[src/rtl/encrypt_out_queue_pkg.sv]
// encrypt_out_queue_pkg: shared widths and occupancy helpers for the DES output queue.
// Optional arrival tagging is enabled with ENCRYPT_OUT_QUEUE_SEQ_EN.
`ifndef N_B
`define N_B 64
`endif
`ifndef N_Q
`define N_Q 8
`endif
`ifndef N_SEQ
`define N_SEQ 16
`endif

package encrypt_out_queue_pkg;

   localparam int SEQ_W = `N_SEQ;

   typedef struct packed {
      logic push;
      logic pop;
      logic drop;
   } q_op_t;

   typedef enum logic [1:0] {
      OCC_EMPTY,
      OCC_PARTIAL,
      OCC_FULL
   } occ_t;

   function automatic occ_t occ_of(input int unsigned cnt,
                                   input int unsigned depth);
      occ_t o;
      if (cnt == 0)
         o = OCC_EMPTY;
      else if (cnt >= depth)
         o = OCC_FULL;
      else
         o = OCC_PARTIAL;
      return o;
   endfunction

endpackage

[src/rtl/encrypt_out_queue_mem.sv]
// encrypt_out_queue_mem: DEPTH x W register file.
// One synchronous write port, one asynchronous read port; contents are not reset.
module encrypt_out_queue_mem #(
   parameter int DEPTH = 8,
   parameter int W     = 64
) (
   input  logic                     clk,
   input  logic                     we,
   input  logic [$clog2(DEPTH)-1:0] waddr,
   input  logic [W-1:0]             wdata,
   input  logic [$clog2(DEPTH)-1:0] raddr,
   output logic [W-1:0]             rdata
);

   logic [W-1:0] mem [DEPTH];

   always_ff @(posedge clk) begin
      if (we)
         mem[waddr] <= wdata;
   end

   assign rdata = mem[raddr];

endmodule

[src/rtl/encrypt_out_queue.sv]
// encrypt_out_queue: buffers DES ciphertext strobes for a valid/ready consumer.
// Define ENCRYPT_OUT_QUEUE_SEQ_EN to add per-block arrival tags on out_seq.
module encrypt_out_queue
   import encrypt_out_queue_pkg::*;
#(
   parameter int DEPTH = `N_Q,
   parameter int W     = `N_B
) (
   input  logic                   clk,
   input  logic                   rst,
   input  logic                   in_valid,
   input  logic [W-1:0]           in_c,
   input  logic                   flush,
   output logic                   out_valid,
   output logic [W-1:0]           out_c,
   input  logic                   out_ready,
   output logic [$clog2(DEPTH):0] count,
   output logic                   full,
   output logic                   overflow
`ifdef ENCRYPT_OUT_QUEUE_SEQ_EN
   ,
   output logic [SEQ_W-1:0]       out_seq
`endif
);

   localparam int AW = $clog2(DEPTH);

   logic [AW-1:0] rptr;
   logic [AW-1:0] wptr;
   logic [W-1:0]  rd_c;
   occ_t          occ;
   q_op_t         op;

   // A full queue still accepts a block when the head leaves in the same cycle.
   always_comb begin
      op      = '0;
      occ     = occ_of(32'(count), DEPTH);
      op.pop  = (occ != OCC_EMPTY) && out_ready;
      op.push = in_valid && ((occ != OCC_FULL) || op.pop);
      op.drop = in_valid && (occ == OCC_FULL) && !op.pop;
   end

   always_ff @(posedge clk or negedge rst) begin
      if (!rst) begin
         rptr     <= '0;
         wptr     <= '0;
         count    <= '0;
         overflow <= 1'b0;
      end else if (flush) begin
         rptr     <= '0;
         wptr     <= '0;
         count    <= '0;
         overflow <= 1'b0;
      end else begin
         if (op.push)
            wptr <= wptr + 1'b1;
         if (op.pop)
            rptr <= rptr + 1'b1;
         unique case (1'b1)
            op.push && !op.pop: count <= count + 1'b1;
            op.pop && !op.push: count <= count - 1'b1;
            default: ;
         endcase
         if (op.drop)
            overflow <= 1'b1;
      end
   end

   encrypt_out_queue_mem #(
      .DEPTH (DEPTH),
      .W     (W)
   ) u_data (
      .clk   (clk),
      .we    (op.push && !flush),
      .waddr (wptr),
      .wdata (in_c),
      .raddr (rptr),
      .rdata (rd_c)
   );

   assign out_valid = (occ != OCC_EMPTY);
   assign full      = (occ == OCC_FULL);
   assign out_c     = out_valid ? rd_c : '0;

`ifdef ENCRYPT_OUT_QUEUE_SEQ_EN
   logic [SEQ_W-1:0] seq_q;
   logic [SEQ_W-1:0] tag_rd;

   // Counts every strobe, dropped or not, so losses show up as tag gaps.
   always_ff @(posedge clk or negedge rst) begin
      if (!rst)
         seq_q <= '0;
      else if (flush)
         seq_q <= '0;
      else if (in_valid)
         seq_q <= seq_q + 1'b1;
   end

   encrypt_out_queue_mem #(
      .DEPTH (DEPTH),
      .W     (SEQ_W)
   ) u_tag (
      .clk   (clk),
      .we    (op.push && !flush),
      .waddr (wptr),
      .wdata (seq_q),
      .raddr (rptr),
      .rdata (tag_rd)
   );

   assign out_seq = out_valid ? tag_rd : '0;
`endif

endmodule

[config.mk]
export PLATFORM = sky130hd
export DESIGN_NAME = encrypt_out_queue
export DESIGN_NICKNAME = d
export VERILOG_FILES = /design/src/rtl/encrypt_out_queue_pkg.sv /design/src/rtl/encrypt_out_queue_mem.sv /design/src/rtl/encrypt_out_queue.sv
export SDC_FILE = /design/constraint.sdc
export NUM_CORES = 1
export LEC_CHECK = 0
export BUFFER_PORTS_ARGS = -buffer_cell sky130_fd_sc_hd__buf_2
export CORE_MARGIN = 5
export CORE_UTILIZATION = 30
export DETAILED_ROUTE_END_ITERATION = 8
export PLACE_DENSITY = 0.51
export REMOVE_ABC_BUFFERS = 1
export SLEW_MARGIN = 5
export SYNTH_ARGS = -nofsm -noshare
export SYNTH_HDL_FRONTEND = slang
export SYNTH_SLANG_ARGS = --single-unit
[constraint.sdc]
create_clock -name clk -period 10.9 [get_ports clk]
set_clock_uncertainty 0.15 [all_clocks]
set_input_delay 1.09 -clock clk [delete_from_list [all_inputs] [get_ports clk]]
set_output_delay 1.09 -clock clk [all_outputs]
set_load 0.02 [all_outputs]
==> flow_metrics.tcl <==
set metrics [dict create \
    detailedPlacementHpwl_mm 24.05 \
    reg2reg_slack_ps 7690 \
    cts.reportedPaths.clkPinSlew_ps 60 \
    final_cell_utilization_of_the_core 0.3550 \
    drt-initial-drc-count 530 \
    cts_buffer_depth 3 \
    cp_slowest_cell "dfrtp_4" \
    synth_top_family_by_area "multiplexers" \
    ys_seq_elements 523 \
    post_drt_wl_per_cell_um 23.37 \
    synth_enable_flop_cells 512 \
    max_stage_delay_ps 980 \
    area_delta_synth_final_pct 16.90 \
    top_usage_layer "met2" \
    clockRootBuffer "clkbuf_16" \
    worst_slew_pin_slew_ps 971.5 \
    post_cts_buffers 0 \
    synth_compound_gate_area_share 0.004114 \
    startpoint_type "flop" \
    grtUsageMet1 0.1719 \
    die_area_mm2 0.07218 \
    cts_hold_repair.buffers 0 \
    numPlacedInstances 1864 \
    power_leakage_nw 7.371 \
    hold_path.class "primary input to async pin" \
    worstPathArrival_ps 3460 \
    floorplan.rows 94 \
    detail_route.wirelength_mm 45.84 \
    post_layout_nonfiller_instances 1961 \
    initial_utilization 0.3037 \
    critical-path-top-delay-family "flip-flops" \
    timing.critical_path.buf_inv 2 \
    slew_headroom 0.3523 \
    io_buffer_count 139 \
    detail_route.vias_per_cell 4.719 \
    top_level_ports 140 \
    power.net_switching_mw 1.675 \
    critPathMaxFanout 91 \
    setup_ws_ps 6201 \
    power.internal_mw 3.788 \
    die_w_um 268.7 \
    final_period_minus_worst_setup_slack_ps 4699 \
    clockPowerShare 0.311 \
    power_per_cell_area_mw_per_mm2 232.8 \
    drt_pass1_iterations 5 \
    clock_tree_from_tritoncts "done" \
    adder_cell_share_of_the_synthesized_area 0.003491 \
    r2r_start "count[3]$_DFFE_PN0P_" \
    die_height_um 268.7 \
    async_flop_share 0.02103 \
    final.setup.tns_ps 0 \
    muxShareOfSynthArea 0.1760 \
    finish.instance_area_mm2 0.02346 \
    ys_top_cells_by_count "edfxtp_1 (512), mux4_2 (128), nor2_1 (79), mux2i_1 (65), buf_2 (26)" \
    clock_latency_of_the_later_clocked_register_in_the_worst_skew_pair_ps 580 \
    globalRouteTotalUtil 0.1266 \
    outcome "finished clean" \
    switching_share 0.3066 \
    antenna_found_initial 9 \
    cts-buffers-inserted 54 \
    power_frac_comb 0.258 \
    setup_slack_at_placement_ps 6624 \
    timing.critical_path.cells "buf_12, mux4_2, mux2i_1, nor2_1, buf_2" \
    global_route.usage.met2 0.2089 \
    setup_viol 0 \
    synth.cell_area_mm2 0.02007 \
    core_area_mm2 0.06610 \
    synth_simple_gate_area_share 0.02138 \
    share_of_power_burned_in_registers 0.431 \
    tritoncts_num_sinks 523 \
    yosys.area.top_type "edfxtp_1" \
    synth_xor_area_frac 0.002618 \
    grt_max_degree 92 \
    post-route-drc-count 0 \
    htree_num_levels 2 \
    setup.worst_path.end_class "output port" \
    final-max-slew-violation-count 0 \
    post_cts_resized 0 \
    ys_types 33 \
    synth_most_common_cell "edfxtp_1" \
    clock.fmax_ghz 0.2128 \
    synth-seq-area-share 0.7797 \
    layout.nets 1130 \
    worst-r2r-cell-count 4 \
    syn_inst 885 \
    drv.max_cap_violation_count 0 \
    final_antenna_net_count 0 \
    grt_overflow 0 \
    grt_pass1_vias 10130 \
    worst_hold_slack_ps 238.8 \
    grt_first_pass_wirelength_mm 67.75 \
    layout-drive-gt1-share 0.3406 \
    place.gp.congestion 0.6647 \
    final_min_period_over_clock_period 0.4311 \
    total_power_mw 5.462 \
    dr_total_vias 9253 \
    yosys-top-cells-area "edfxtp_1 (77%), mux4_2 (14%), mux2i_1 (3.2%)" \
    post_synth.cell_area_avg_um2 22.68 \
    reg_to_reg_end "u_data.mem[6][53]$_DFFE_PP_" \
    final_hold_viol_count 0 \
    criticalPathCategory "flop to output port" \
    detailed_place.area_mm2 0.02184 \
    peak_supply_drop_uv 154.1 \
    grt_setup_unrepaired "false" \
    worst_ep_required_time_ps 9660 \
    gr-usage-met3 0.03194 \
    yosys_most_used_dff "edfxtp_1" \
    synth.yosys.warnings 0 \
    netlist.area_leader.share 0.7660 \
]
[logic make-up (layout without fill, tap and decap cells)]
kind of cell               after synthesis  after routing
and+or+nand+nor                        101            101
adders and majority gates                5              5
buffers and inverters                   46            256
muxes                                  193            193
AOI/OAI and AO/OA                       11             11
xor gates and xnor gates                 6              6
DFF                                    523            523
other                                    0              2
[cell type report]
| class | count | area [um2] |
|---|---|---|
| Sequential cell | 523 | 15660 |
| Clock buffer | 62 | 1403 |
| Inverter | 1 | 3.754 |
| Tap cell | 864 | 1081 |
| Multi-Input combinational cell | 316 | 4227 |
| Fill cell | 6164 | 42630 |
| Timing Repair Buffer | 160 | 865.8 |
| Antenna cell | 2 | 5.005 |
| Clock inverter | 33 | 217.7 |
[power groups by stage]
stage	Clock, mW	Combinational, mW	Sequential [mW]
3_3_place_gp	0	1.46	2.40
6_report	1.70	1.41	2.35
2_1_floorplan	0	0.942	2.47
4_1_cts	1.76	1.47	2.36
3_5_place_dp	0	1.47	2.40
5_1_grt	1.85	1.54	2.37
[worst register-to-register path, cell delays in order (launching register included)]
cell and delay, ps:
dfrtp_1 510, nand2b_1 230, nand3_1 310, nor2_4 740, buf_4 830
[placed cells by master, fill, tap and decap left out, types with 4 or more instances in the layout]
cell type    n
mux2i_1     65
mux4_2     128
a21oi_1      4
buf_2      139
clkbuf_16   55
clkinv_2     9
dfrtp_1      8
buf_4       20
nor2_1      76
edfxtp_1   512
nand2_1      5
ha_1         4
clkbuf_1     7
nand3_1      4
clkinv_1    18
[sequential cells by signal, indices dropped and copies added (netlist names)]
signal / flops
u_data.mem: 512
count: 4
rptr: 3
wptr: 3
overflow: 1
[per-layer routing]
| metal | routed length, um | part of all wire | vias up |
|---|---|---|---|
| li1 | - | - | 4035 |
| met1 | 20430 | 0.45 | 4972 |
| met2 | 22450 | 0.49 | 166 |
| met3 | 2139 | 0.047 | 66 |
| met4 | 742 | 0.016 | 14 |
| met5 | 80 | 0.0017 | - |
[worst max-delay path by stage]
stage	depth (start not counted)	slack (ps)	startpoint	end
after floorplan	3	2050	out_ready	u_data.mem[0][0]$_DFFE_PP_
after global placement	5	6600	rptr[0]$_DFFE_PN0P_	out_c[48]
after detailed placement	5	6620	rptr[0]$_DFFE_PN0P_	out_c[48]
after CTS	5	5980	rptr[0]$_DFFE_PN0P_	out_c[48]
after global routing	5	5830	rptr[0]$_DFFE_PN0P_	out_c[51]
final	5	6200	rptr[0]$_DFFE_PN0P_	out_c[48]
No activity file was read; power rests on OpenSTA's default activity.
